==> config.mk <==
export PLATFORM = sky130hd
export DESIGN_NAME = load_store_unit
export DESIGN_NICKNAME = d
export VERILOG_FILES = /design/src/rtl/load_store_unit.sv
export SDC_FILE = /design/constraint.sdc
export NUM_CORES = 1
export LEC_CHECK = 0
export CAP_MARGIN = 20
export CORE_UTILIZATION = 35
export CTS_CLUSTER_DIAMETER = 40
export DETAILED_ROUTE_END_ITERATION = 7
export GPL_TIMING_DRIVEN = 0
export HOLD_SLACK_MARGIN = 0.03
export SYNTH_ARGS = -nofsm -noshare
export SYNTH_HDL_FRONTEND = slang
export SYNTH_SLANG_ARGS = --single-unit
==> constraint.sdc <==
create_clock -name clk -period 5.03 [get_ports clk]
set_input_delay 1.006 -clock clk [delete_from_list [all_inputs] [get_ports clk]]
set_output_delay 1.006 -clock clk [all_outputs]
set_load 0.02 [all_outputs]
==> src/rtl/load_store_unit.sv <==
// rtl/load_store_unit.sv - multi-cycle load/store controller with req/gnt/rvalid memory handshake
//
// Purpose:
//   Accepts one core load/store at a time, decodes byte enables and lane-shifted
//   store data, runs the memory request/grant/response handshake, and returns
//   sign/zero-extended load data. Misaligned accesses, illegal funct3 values and
//   memory timeouts are reported as error responses and never reach memory.
//
// Ports:
//   clk, rst_n                    clock, asynchronous active-low reset
//   req_valid/req_ready           core request handshake (ready only in IDLE)
//   req_write, req_f3             store/load select and RISC-V funct3
//   req_addr, req_wdata           byte address and right-aligned store data
//   rsp_valid, rsp_rdata, rsp_err one-cycle response pulse, data, error code
//   mem_req/mem_gnt               memory request handshake
//   mem_we, mem_addr, mem_be      write strobe, word address, byte enables
//   mem_wdata                     lane-shifted store data
//   mem_rvalid, mem_rdata         memory completion and raw read word

module load_store_unit #(
    parameter int unsigned TIMEOUT_CYCLES = 255
) (
    input  logic        clk,
    input  logic        rst_n,
    input  logic        req_valid,
    output logic        req_ready,
    input  logic        req_write,
    input  logic [2:0]  req_f3,
    input  logic [31:0] req_addr,
    input  logic [31:0] req_wdata,
    output logic        rsp_valid,
    output logic [31:0] rsp_rdata,
    output logic [1:0]  rsp_err,
    output logic        mem_req,
    input  logic        mem_gnt,
    output logic        mem_we,
    output logic [31:0] mem_addr,
    output logic [3:0]  mem_be,
    output logic [31:0] mem_wdata,
    input  logic        mem_rvalid,
    input  logic [31:0] mem_rdata
);

    localparam logic [7:0] TIMEOUT_LIMIT = 8'(TIMEOUT_CYCLES);

    localparam logic [1:0] ERR_OK      = 2'b00;
    localparam logic [1:0] ERR_MISALIGN = 2'b01;
    localparam logic [1:0] ERR_ILLEGAL = 2'b10;
    localparam logic [1:0] ERR_TIMEOUT = 2'b11;

    typedef enum logic [1:0] {
        S_IDLE,
        S_ISSUE,
        S_WAIT,
        S_RESP
    } state_t;

    state_t      state_q, state_d;
    logic [7:0]  cnt_q, cnt_d;
    logic        we_q, we_d;
    logic [3:0]  be_q, be_d;
    logic [31:0] addr_q, addr_d;
    logic [31:0] wdata_q, wdata_d;
    logic [2:0]  f3_q, f3_d;
    logic [1:0]  off_q, off_d;
    logic [31:0] rdata_q, rdata_d;
    logic [1:0]  err_q, err_d;

    // Request decode, evaluated on the raw request while in IDLE.
    logic [1:0]  dec_off;
    logic [3:0]  dec_be;
    logic        dec_misaligned;
    logic        dec_illegal;
    logic [31:0] dec_wdata;

    always_comb begin
        dec_off        = req_addr[1:0];
        dec_be         = 4'b0000;
        dec_misaligned = 1'b0;
        case (req_f3[1:0])
            2'b00: dec_be = 4'b0001 << dec_off;
            2'b01: begin
                dec_be         = dec_off[1] ? 4'b1100 : 4'b0011;
                dec_misaligned = dec_off[0];
            end
            2'b10: begin
                dec_be         = 4'b1111;
                dec_misaligned = (dec_off != 2'b00);
            end
            default: dec_be = 4'b0000;
        endcase
        // Stores only have SB/SH/SW; loads additionally allow LBU/LHU.
        if (req_write) begin
            dec_illegal = req_f3[2] | (req_f3[1:0] == 2'b11);
        end else begin
            dec_illegal = (req_f3 == 3'b011) | (req_f3 == 3'b110) | (req_f3 == 3'b111);
        end
        dec_wdata = req_wdata << {dec_off, 3'b000};
    end

    // Load extraction from the raw word using the latched funct3 and offset.
    logic [31:0] ld_shifted;
    logic [31:0] ld_data;

    always_comb begin
        ld_shifted = mem_rdata >> {off_q, 3'b000};
        case (f3_q)
            3'b000:  ld_data = {{24{ld_shifted[7]}}, ld_shifted[7:0]};
            3'b100:  ld_data = {24'h0, ld_shifted[7:0]};
            3'b001:  ld_data = {{16{ld_shifted[15]}}, ld_shifted[15:0]};
            3'b101:  ld_data = {16'h0, ld_shifted[15:0]};
            default: ld_data = ld_shifted;
        endcase
    end

    logic [7:0] cnt_inc;
    logic       timed_out;

    always_comb begin
        cnt_inc   = cnt_q + 8'd1;
        timed_out = (cnt_inc == TIMEOUT_LIMIT);
    end

    always_comb begin
        state_d = state_q;
        cnt_d   = cnt_q;
        we_d    = we_q;
        be_d    = be_q;
        addr_d  = addr_q;
        wdata_d = wdata_q;
        f3_d    = f3_q;
        off_d   = off_q;
        rdata_d = rdata_q;
        err_d   = err_q;

        case (state_q)
            S_IDLE: begin
                if (req_valid) begin
                    we_d    = req_write;
                    be_d    = dec_be;
                    addr_d  = {req_addr[31:2], 2'b00};
                    wdata_d = dec_wdata;
                    f3_d    = req_f3;
                    off_d   = dec_off;
                    rdata_d = 32'h0;
                    cnt_d   = 8'd0;
                    // Illegal funct3 is checked first so it wins over misalignment.
                    if (dec_illegal) begin
                        err_d   = ERR_ILLEGAL;
                        state_d = S_RESP;
                    end else if (dec_misaligned) begin
                        err_d   = ERR_MISALIGN;
                        state_d = S_RESP;
                    end else begin
                        err_d   = ERR_OK;
                        state_d = S_ISSUE;
                    end
                end
            end
            S_ISSUE: begin
                cnt_d = cnt_inc;
                if (timed_out) begin
                    err_d   = ERR_TIMEOUT;
                    rdata_d = 32'h0;
                    state_d = S_RESP;
                end else if (mem_gnt) begin
                    state_d = S_WAIT;
                end
            end
            S_WAIT: begin
                cnt_d = cnt_inc;
                // The budget expiring overrides a response arriving in the same cycle.
                if (timed_out) begin
                    err_d   = ERR_TIMEOUT;
                    rdata_d = 32'h0;
                    state_d = S_RESP;
                end else if (mem_rvalid) begin
                    rdata_d = we_q ? 32'h0 : ld_data;
                    state_d = S_RESP;
                end
            end
            S_RESP: begin
                state_d = S_IDLE;
            end
            default: state_d = S_IDLE;
        endcase
    end

    always_ff @(posedge clk or negedge rst_n) begin
        if (!rst_n) begin
            state_q <= S_IDLE;
            cnt_q   <= 8'd0;
            we_q    <= 1'b0;
            be_q    <= 4'b0000;
            addr_q  <= 32'h0;
            wdata_q <= 32'h0;
            f3_q    <= 3'b000;
            off_q   <= 2'b00;
            rdata_q <= 32'h0;
            err_q   <= ERR_OK;
        end else begin
            state_q <= state_d;
            cnt_q   <= cnt_d;
            we_q    <= we_d;
            be_q    <= be_d;
            addr_q  <= addr_d;
            wdata_q <= wdata_d;
            f3_q    <= f3_d;
            off_q   <= off_d;
            rdata_q <= rdata_d;
            err_q   <= err_d;
        end
    end

    // Outputs are registered fields gated by state, so memory-side signals
    // are zero outside ISSUE and response fields are zero outside RESP.
    logic in_issue;
    logic in_resp;

    assign in_issue  = (state_q == S_ISSUE);
    assign in_resp   = (state_q == S_RESP);

    assign req_ready = (state_q == S_IDLE);
    assign mem_req   = in_issue;
    assign mem_we    = in_issue & we_q;
    assign mem_be    = in_issue ? be_q : 4'b0000;
    assign mem_addr  = in_issue ? addr_q : 32'h0;
    assign mem_wdata = in_issue ? wdata_q : 32'h0;
    assign rsp_valid = in_resp;
    assign rsp_rdata = in_resp ? rdata_q : 32'h0;
    assign rsp_err   = in_resp ? err_q : ERR_OK;

endmodule

==> reports/qor.yml <==
fin_cells: 1118
ctsResizeCount: 0
area_delta_synth_final_pct: 45.2
dp_slack_ns: 1.48
crit_type: "reg2out"
routed_via_density: 5.10
leakage_nw: 4.01
totalWireLength_um: 20800
clock_latency_ns: 0.41
ctsHtreeMaxLevel: 4
tightest_slew_ns: 0.947
layout-drive-gt1-share: 0.118
antenna_cells: 0
grt_usage: 0.228
overflow: 0
relSlewSlack: 0.364
yosysTopAreaCell: "dfrtp_1"
worstRegToRegCells: 7
rsz0062_at_grt: "false"
ys_top_cells_by_area: "dfrtp_1 45%, and2_1 9.8%, mux2_2 7.5%, mux2i_1 5.7%, nand2_1 3.8%"
critPathRequiredTime_ns: 4.02
clock_path_buffers: 2
post_cts.repair.setup_buffers: 0
ys_top_cells_by_count: "116 x dfrtp_1, 101 x and2_1, 65 x nand2_1"
hold_violations: 0
cpMostUsedCell: "clkbuf_1"
via_count: 5702
drc: 0
synth-main-ff-cell: "dfrtp_1"
antenna_found_initial: 0
clkSlewWorstSetupHoldPaths_ns: 0.05
min_period_over_period: 0.792
ys_warn_count: 0
post-place-cells: 1086
chipWidth_um: 138
setup_viol: 0
outcome: "finished clean"
numClockSinks: 116
start_kind: "flip-flop"
syn-cell-area_sq_mm: 0.00646
ant_nets: 0
skew_ns: 0.00907
dp_hpwl_um: 15700
root_buffer: "clkbuf_16"
syn_avg_cell_area_sq_um: 9.96
core_area_sq_mm: 0.0180
dieArea_sq_mm: 0.0190
synthMostInstantiatedCell: "dfrtp_1"
syn_inst: 649
period_minus_slack_ns: 3.98
vdd_drop_max_uv: 286
drv_slew: 0
dieHeight_um: 138
hold_buffers: 0
drt_iter0_drc: 280
cts_buffers: 17
critPathMaxFanout: 10
holdWs_ns: 0.475
synth_edf_count: 0
hp-class: "reg2reg"
grt_pass1_wl_um: 32400
fin_nets: 991
grt_pass1_vias: 5995
io_pins: 211
tritoncts: "built"
ys_async_sr_fraction: 1.00
powerDensity_mw_per_mm2: 541
port-buffer-count: 206
drt_pre_antenna_iters: 4
crit_chain: "inv_1, ha_1, clkbuf_1, clkbuf_1, and2_1, clkdlybuf4s50_1"
routabilityCongestion: 0.846
critPathArrivalTime_ns: 2.98
routedWlPerCell_um: 18.6
ys_ff_latch: 116
synth_top_area_share: 0.449
fmax_mhz: 251
ys_seq_area_frac: 0.449
rows: 49
start_util: 0.358
hold_path_depth: 2
drv_cap: 0
endpoint_kind: "output pin"
critPathSlowestCell: "clkdlybuf4s50_1"
grt_start_max_net_pins: 80
yosysUniqueCellTypes: 48
cpPeakStageDelay_ns: 0.67
fin_ws_ns: 1.05
==> metrics by stage <==
step | total power (W) | cell area (sq um) | TNS (ns) | utilization
5_1_grt | 0.00541 | 9380 | 0 | 0.520
4_1_cts | 0.00512 | 9380 | 0 | 0.520
2_1_floorplan | 0.00303 | 6460 | 0 | -
3_5_place_dp | 0.00398 | 8840 | 0 | 0.491
6_report | 0.00507 | 9380 | 0 | 0.520
3_3_place_gp | 0.00392 | 8810 | -187.97 | 0.489
==> layout by cell type, fill, tap and decap left out, types with 21 or more instances in the layout <==
master and n:
o21ai_0 45, nand2_1 65, mux2i_1 37, nor2b_1 21, clkdlybuf4s50_1 205, mux2_2 43
a22o_1 25, dfrtp_1 116, clkbuf_1 31, a21oi_1 29, and2_1 101
==> path summary, 6_finish.rpt <==
kind | slack, ns | start | to
worst max-delay path | 1.05 | state_q[1]$_DFFE_PN0P_ | mem_wdata[23]
worst min-delay path | 0.47 | wdata_q[10]$_DFFE_PN0P_ | wdata_q[10]$_DFFE_PN0P_
worst max register to register | 2.53 | state_q[1]$_DFFE_PN0P_ | wdata_q[21]$_DFFE_PN0P_
worst min register to register | 0.47 | wdata_q[10]$_DFFE_PN0P_ | wdata_q[10]$_DFFE_PN0P_
max in group asynchronous | 3.81 | rst_n | addr_q[20]$_DFFE_PN0P_
min in group asynchronous | 0.50 | rst_n | rdata_q[9]$_DFFE_PN0P_
==> cell type report <==
class / instances / area (sq um)
Buffer: 48 / 226
Clock buffer: 22 / 454
Clock inverter: 10 / 83.8
Fill cell: 1625 / 8640
Inverter: 10 / 37.5
Multi-Input combinational cell: 476 / 3300
Sequential cell: 116 / 2900
Tap cell: 229 / 287
Timing Repair Buffer: 207 / 2090
==> cells by family (layout without fill, tap and decap cells) <==
group                    count (synthesis)  in the layout  share of synthesized area
AO/OA/AOI/OAI                          157            157                      0.168
XOR/XNOR                                 2              2                    0.00387
adder cells (fa/ha/maj)                 10             10                     0.0194
buffers and inverters                   58            297                     0.0409
flip-flops                             116            116                      0.449
multiplexers                            80             80                      0.132
other                                    1              2                   0.000580
AND/OR/NAND/NOR                        225            225                      0.186
==> metal layers <==
layer | up-vias | track usage | share of wire
li1 | 2714 | - | -
met1 | 2744 | 0.288 | 0.43
met2 | 224 | 0.354 | 0.46
met3 | 20 | 0.0808 | 0.093
met4 | 0 | 0.0900 | 0.016
met5 | - | 0 | 0
==> worst max-delay path, delay by kind of cell (launching register included) <==
| family | cells | cell delay, ns |
|---|---|---|
| adder cells (fa/ha/maj) | 1 | 0.43 |
| buffers and inverters | 4 | 1.54 |
| flip-flops | 1 | 0.42 |
| AND/OR/NAND/NOR | 1 | 0.19 |
==> sequential cells by signal, summed over array words and instances (netlist names) <==
| name | flops |
|---|---|
| wdata_q | 32 |
| addr_q | 30 |
| off_q | 2 |
| err_q | 2 |
| state_q | 2 |
| rdata_q | 32 |
| be_q | 4 |
| we_q | 1 |
| f3_q | 3 |
| cnt_q | 8 |
==> power breakdown <==
part           leakage [nW]  internal, W  total [W]  switching (W)
sequential             1.48      0.00133    0.00154       0.000207
clock                 0.263     0.000686    0.00111       0.000423
combinational          2.26      0.00111    0.00243        0.00132
total                  4.01      0.00313    0.00507        0.00195
(Power assumes the default switching activity.)
